**src/rtl/fifo_rd_pkg.sv**
```systemverilog
// fifo_rd_pkg: shared sizes, types and pointer helper for the FIFO stream
// reader. The skid buffer holds three words: enough to cover the FIFO's
// one-cycle read latency while the read enable stays fully registered.
package fifo_rd_pkg;

   localparam int BUF_DEPTH = 3;
   localparam int PTR_W     = 2;
   localparam int OCC_W     = 2;

   typedef logic [PTR_W-1:0] ptr_t;
   typedef logic [OCC_W-1:0] occ_t;

   // Advance a buffer pointer, wrapping from the last entry back to 0.
   function automatic ptr_t ptr_inc(input ptr_t p);
      ptr_t nxt;
      if (p == ptr_t'(BUF_DEPTH - 1)) begin
         nxt = '0;
      end else begin
         nxt = p + ptr_t'(1);
      end
      return nxt;
   endfunction

endpackage

```
**src/rtl/fifo_stream_reader_if.sv**
```systemverilog
// fifo_stream_reader_if: valid/ready stream carrying FIFO words downstream.
// master drives valid/data, slave drives ready.
interface fifo_stream_reader_if #(
   parameter int BUS_WIDTH = 8
);
   logic                 M_VALID;
   logic                 M_READY;
   logic [BUS_WIDTH-1:0] M_DATA;

   modport master (output M_VALID, output M_DATA, input M_READY);
   modport slave  (input M_VALID, input M_DATA, output M_READY);
endinterface

```
**src/rtl/fifo_rd_skid_buf.sv**
```systemverilog
// fifo_rd_skid_buf: three-entry circular buffer that absorbs words returning
// from the FIFO. push/pop may coincide; flush empties it in one edge.
module fifo_rd_skid_buf
   import fifo_rd_pkg::*;
#(
   parameter int BUS_WIDTH = 8
) (
   input  logic                 CLK,
   input  logic                 RSTn,
   input  logic                 push,
   input  logic [BUS_WIDTH-1:0] push_data,
   input  logic                 pop,
   input  logic                 flush,
   output occ_t                 occ,
   output logic [BUS_WIDTH-1:0] head_data
);

   logic [BUS_WIDTH-1:0] mem [BUF_DEPTH];
   ptr_t                 head;
   ptr_t                 tail;

   // Pointer and occupancy bookkeeping; a flush drops everything buffered.
   always_ff @(posedge CLK or negedge RSTn) begin
      if (!RSTn) begin
         head <= '0;
         tail <= '0;
         occ  <= '0;
      end else if (flush) begin
         head <= '0;
         tail <= '0;
         occ  <= '0;
      end else begin
         if (push) tail <= ptr_inc(tail);
         if (pop)  head <= ptr_inc(head);
         case ({push, pop})
            2'b10:   occ <= occ + occ_t'(1);
            2'b01:   occ <= occ - occ_t'(1);
            default: occ <= occ;
         endcase
      end
   end

   // Word storage; cleared on reset so the stream data starts at zero.
   always_ff @(posedge CLK or negedge RSTn) begin
      if (!RSTn) begin
         for (int i = 0; i < BUF_DEPTH; i++) mem[i] <= '0;
      end else if (push && !flush) begin
         mem[tail] <= push_data;
      end
   end

   assign head_data = mem[head];

endmodule

```
**src/rtl/fifo_stream_reader.sv**
```systemverilog
// fifo_stream_reader: issues FIFO reads and presents the returned words as a
// valid/ready stream at full throughput. FIFO_RD_EN depends only on registered
// state and the FIFO flags, never on M_READY.
// Optional build macro: FIFO_RD_BEAT_CNT_EN adds the 16-bit BEAT_CNT output.
module fifo_stream_reader
   import fifo_rd_pkg::*;
#(
   parameter int BUS_WIDTH = 8
) (
   input  logic                 CLK,
   input  logic                 RSTn,
   input  logic                 FIFO_EMPTY,
   input  logic                 FIFO_FULL,
   input  logic                 FIFO_WR_EN,
   input  logic [BUS_WIDTH-1:0] FIFO_DATA,
   output logic                 FIFO_RD_EN,
   input  logic                 FLUSH,
   fifo_stream_reader_if.master m
`ifdef FIFO_RD_BEAT_CNT_EN
   ,
   output logic [15:0]          BEAT_CNT
`endif
);

   occ_t           occ;
   logic           inflight;
   logic [OCC_W:0] committed;
   logic           write_acc;
   logic           pop;

   assign write_acc = FIFO_WR_EN && !FIFO_FULL;
   assign committed = {1'b0, occ} + {{OCC_W{1'b0}}, inflight};
   assign pop       = m.M_VALID && m.M_READY;
   assign m.M_VALID = (occ != '0);

   // Read only when the word coming back is guaranteed a free buffer slot and
   // the FIFO will actually serve it (a colliding write wins arbitration).
   always_comb begin
      FIFO_RD_EN = RSTn && !FLUSH && !FIFO_EMPTY && !write_acc &&
                   (committed <= (OCC_W+1)'(BUF_DEPTH - 1));
   end

   // Every issued read is accepted, so the returning word is due next cycle.
   always_ff @(posedge CLK or negedge RSTn) begin
      if (!RSTn) begin
         inflight <= 1'b0;
      end else begin
         inflight <= FIFO_RD_EN;
      end
   end

   fifo_rd_skid_buf #(
      .BUS_WIDTH (BUS_WIDTH)
   ) u_skid (
      .CLK       (CLK),
      .RSTn      (RSTn),
      .push      (inflight),
      .push_data (FIFO_DATA),
      .pop       (pop),
      .flush     (FLUSH),
      .occ       (occ),
      .head_data (m.M_DATA)
   );

`ifdef FIFO_RD_BEAT_CNT_EN
   // Delivered-beat counter; wraps naturally and ignores FLUSH.
   always_ff @(posedge CLK or negedge RSTn) begin
      if (!RSTn) begin
         BEAT_CNT <= '0;
      end else if (pop) begin
         BEAT_CNT <= BEAT_CNT + 16'd1;
      end
   end
`endif

endmodule

```
**src/flat_wrapper.sv**
```systemverilog
// flat-port wrapper written by rule: the top's interface ports become plain ports
module fifo_stream_reader_flat import fifo_rd_pkg::*;
#(
   parameter int BUS_WIDTH = 8
)
  (CLK, RSTn, FIFO_EMPTY, FIFO_FULL, FIFO_WR_EN, FIFO_DATA, FIFO_RD_EN, FLUSH, m_M_VALID, m_M_DATA, m_M_READY);
  fifo_stream_reader_if #(.BUS_WIDTH(BUS_WIDTH)) m_i ();
  input  logic CLK;
  input  logic RSTn;
  input  logic FIFO_EMPTY;
  input  logic FIFO_FULL;
  input  logic FIFO_WR_EN;
  input  logic [BUS_WIDTH-1:0] FIFO_DATA;
  output logic FIFO_RD_EN;
  input  logic FLUSH;
  output wire logic [$bits(m_i.M_VALID)-1:0] m_M_VALID;
  output wire logic [$bits(m_i.M_DATA)-1:0] m_M_DATA;
  input wire logic [$bits(m_i.M_READY)-1:0] m_M_READY;
  assign m_M_VALID = m_i.M_VALID;
  assign m_M_DATA = m_i.M_DATA;
  assign m_i.M_READY = m_M_READY;
  fifo_stream_reader #(.BUS_WIDTH(BUS_WIDTH)) u_core (.CLK(CLK), .RSTn(RSTn), .FIFO_EMPTY(FIFO_EMPTY), .FIFO_FULL(FIFO_FULL), .FIFO_WR_EN(FIFO_WR_EN), .FIFO_DATA(FIFO_DATA), .FIFO_RD_EN(FIFO_RD_EN), .FLUSH(FLUSH), .m(m_i));
endmodule
```
**config.mk**
```make
export PLATFORM = sky130hd
export DESIGN_NAME = fifo_stream_reader_flat
export DESIGN_NICKNAME = d
export VERILOG_FILES = /design/src/rtl/fifo_rd_pkg.sv /design/src/rtl/fifo_stream_reader_if.sv /design/src/rtl/fifo_rd_skid_buf.sv /design/src/rtl/fifo_stream_reader.sv /design/src/flat_wrapper.sv
export SDC_FILE = /design/constraint.sdc
export NUM_CORES = 1
export LEC_CHECK = 0
export ABC_CLOCK_PERIOD_IN_PS = 3900
export CORE_UTILIZATION = 35
export DETAILED_ROUTE_END_ITERATION = 12
export GPL_TIMING_DRIVEN = 0
export MAX_ROUTING_LAYER = met4
export REMOVE_ABC_BUFFERS = 1
export SYNTH_ARGS = -nofsm -noshare
export SYNTH_HDL_FRONTEND = slang
export SYNTH_SLANG_ARGS = --single-unit
```
**constraint.sdc**
```tcl
create_clock -name CLK -period 3.9 [get_ports CLK]
set_input_delay 0.39 -clock CLK [delete_from_list [all_inputs] [get_ports CLK]]
set_output_delay 0.39 -clock CLK [all_outputs]
set_load 0.05 [all_outputs]
```
==> impl_metrics.ini <==
[run_status]
status = finished, final reports clean

[synthesis]
synth_seq_cells = 31
synthesis.area_sq_mm = 0.00149
synth.area.top_cells = dfrtp_1, mux2_2, mux2i_1, o21ai_0, nand2_1
synth_commonest_cells = dfrtp_1, mux2_2, nand2_1, mux2i_1, o21ai_0
yosysTopAreaCell = dfrtp_1
yosysSeqAreaShare = 0.520
synth-edff-count = 0
yosysTopAreaCellShare = 0.520
synth_most_common_cell = dfrtp_1
yosys_warnings = 0
post_synth_num_cell_types = 24
syn_area_per_cell_sq_um = 12.3
synthFlopType = dfrtp_1
synthesis.instances = 121
synthArstFlopShare = 1.00

[timing]
setup_viol_count_final = 0
fmax_mhz = 326
hold_viol = 0
tightest_slew_ns = 0.657
relSlewSlack = 0.561
fin_crit_ns = 3.07
fin_worst_skew_ns = 0.00323
rsz0062_at_grt = false
finalMaxSlewViolations = 0
whs_ns = 0.504
final.setup.tns_ns = 0
fin_crit_sh = 0.788

[power_and_ir_drop]
cellLeakagePower_nw = 0.798
vdd_drop_max_mv = 0.229
p_per_area_mw_per_mm2 = 456

[clock_tree]
cts_buffers = 5
clock-sinks = 31
cts_root_buf = clkbuf_8
cts_resized = 0
holdBufCountCts = 0
cts_tree = done
clk-insertion-delay-late_ns = 0.28
h-tree-depth = 2
path_clk_slew_ns = 0.06
clk_path_buf_depth = 2
postCtsSetupRepairBufs = 0

[worst_setup_path]
critPathCaptureType = output port
start_kind = input pin
crit_arrival_ns = 2.68
worst-path-max-fanout = 21
crit_required_ns = 3.51
rrSetupSlack_ns = 2.21
crit_type = input pin to output port

[grt]
grt_util_all_layers = 0.162
grt_overflow_total = 0
grt_pass1_wl_um = 5090
antenna_found_initial = 0
first_global_vias = 1030
grt_max_degree = 22

[finish]
diodes = 0
syn_to_final_growth_pct = 28.0
multi_input_area_sq_um = 693
regArea_sq_um = 776
drive_gt1_frac = 0.258
fillers = 365
nNetsFinal = 168
utilization = 0.471
stdcell_count = 201

[worst_hold_path]
min_path_type = input pin to asynchronous set/reset pin

[detailed_routing]
route.detailed.drc = 0
first_iter_violations = 22
wl_um = 2950
vias = 1004
viasPerCell = 5.00
ant_nets = 0
drt-pass1-iter-count = 2
wire_per_inst_um = 14.7

[floorplan]
core_area_sq_mm = 0.00406
die_w_um = 67.3
die_area_sq_mm = 0.00453
fp-row-count = 23
start_util = 0.368
fp.dieH_um = 67.3
pin_count = 25

[job]
drv_cap = 0

[placement]
place_congestion = 0.661
place_hpwl_um = 2100
place_inst = 193
port_buffers = 24
-- stage by stage --
step / area, sq um / worst slack [ns] / power (mW)
floorplan: 1480 / 1.42 / 0.520
global placement: 1780 / 0.384 / 0.596
detailed placement: 1810 / 0.752 / 0.607
CTS: 1910 / 0.752 / 0.882
global route: 1910 / 0.609 / 0.912
finish: 1910 / 0.828 / 0.871
-- area by class of cell --
cell class | count | area share
multi-input combinational | 84 | 0.363
timing repair buffer | 25 | 0.140
tap | 50 | 0.0327
clock buffer | 8 | 0.0524
sequential | 31 | 0.406
inverter | 3 | 0.00589
-- placed cells by master (no fill, tap or decap) --
master	Yosys	final
or2_2	2	2
clkbuf_8	0	7
clkbuf_1	1	1
or3_1	1	1
o21ai_0	10	10
dfrtp_1	31	31
nand2b_4	1	1
nand2_1	13	13
or3b_2	1	1
buf_16	0	1
mux2_2	24	24
nand3b_1	2	2
a2111oi_0	1	1
nor2b_1	1	1
clkdlybuf4s50_1	0	24
inv_1	3	3
nand2b_1	1	1
nor3_4	1	1
mux2i_1	10	10
nor2_1	2	2
a21oi_1	6	6
ha_1	3	3
nor3_1	2	2
nor3b_1	1	1
nor3b_4	2	2
-- registers in the layout (all words and copies together), names as in the netlist --
name and count:
u_core.u_skid.occ 2, u_core.u_skid.head 2, u_core.u_skid.mem 24, u_core.u_skid.tail 2, u_core.inflight 1
-- metal layers --
metal  vias to the layer above  track usage  part of all wire
li1                        487            -                 -
met1                       500        0.211              0.46
met2                        12        0.239              0.50
met3                         5       0.0456             0.028
met4                         0       0.0638             0.015
met5                         -            -                 0
-- report_power, final --
group | internal (mW) | total [mW] | switching, mW
logic | 0.0941 | 0.223 | 0.129
registers | 0.356 | 0.376 | 0.0206
clock network | 0.161 | 0.272 | 0.111
total | 0.611 | 0.871 | 0.260
-- logic make-up (layout without fill, tap and decap cells) --
| logic type | after synthesis | after routing | share of synthesized area |
|---|---|---|---|
| adders and majority gates | 3 | 3 | 0.0251 |
| AOI/OAI and AO/OA | 17 | 17 | 0.0595 |
| DFF | 31 | 31 | 0.520 |
| and+or+nand+nor | 30 | 30 | 0.132 |
| buffers and inverters | 6 | 36 | 0.0159 |
| muxes | 34 | 34 | 0.248 |
-- worst max-delay path, stage by stage --
cell	delay, ns
clkdlybuf4s50_1	0.87
buf_16	0.24
nand3b_1	0.09
nor3_1	0.23
clkdlybuf4s50_1	0.84
-- worst paths after layout --
check                                           start                     to  cells after the start
max in group asynchronous                        RSTn        u_core.inflight                      2
min in group CLK                u_core.u_skid.mem[16]  u_core.u_skid.mem[16]                      1
worst min-delay path                             RSTn  u_core.u_skid.mem[13]                      1
worst min register to register  u_core.u_skid.mem[16]  u_core.u_skid.mem[16]                      1
worst max-delay path                             RSTn             FIFO_RD_EN                      5
worst max register to register        u_core.inflight  u_core.u_skid.mem[15]                      3
(Power assumes the default switching activity.)
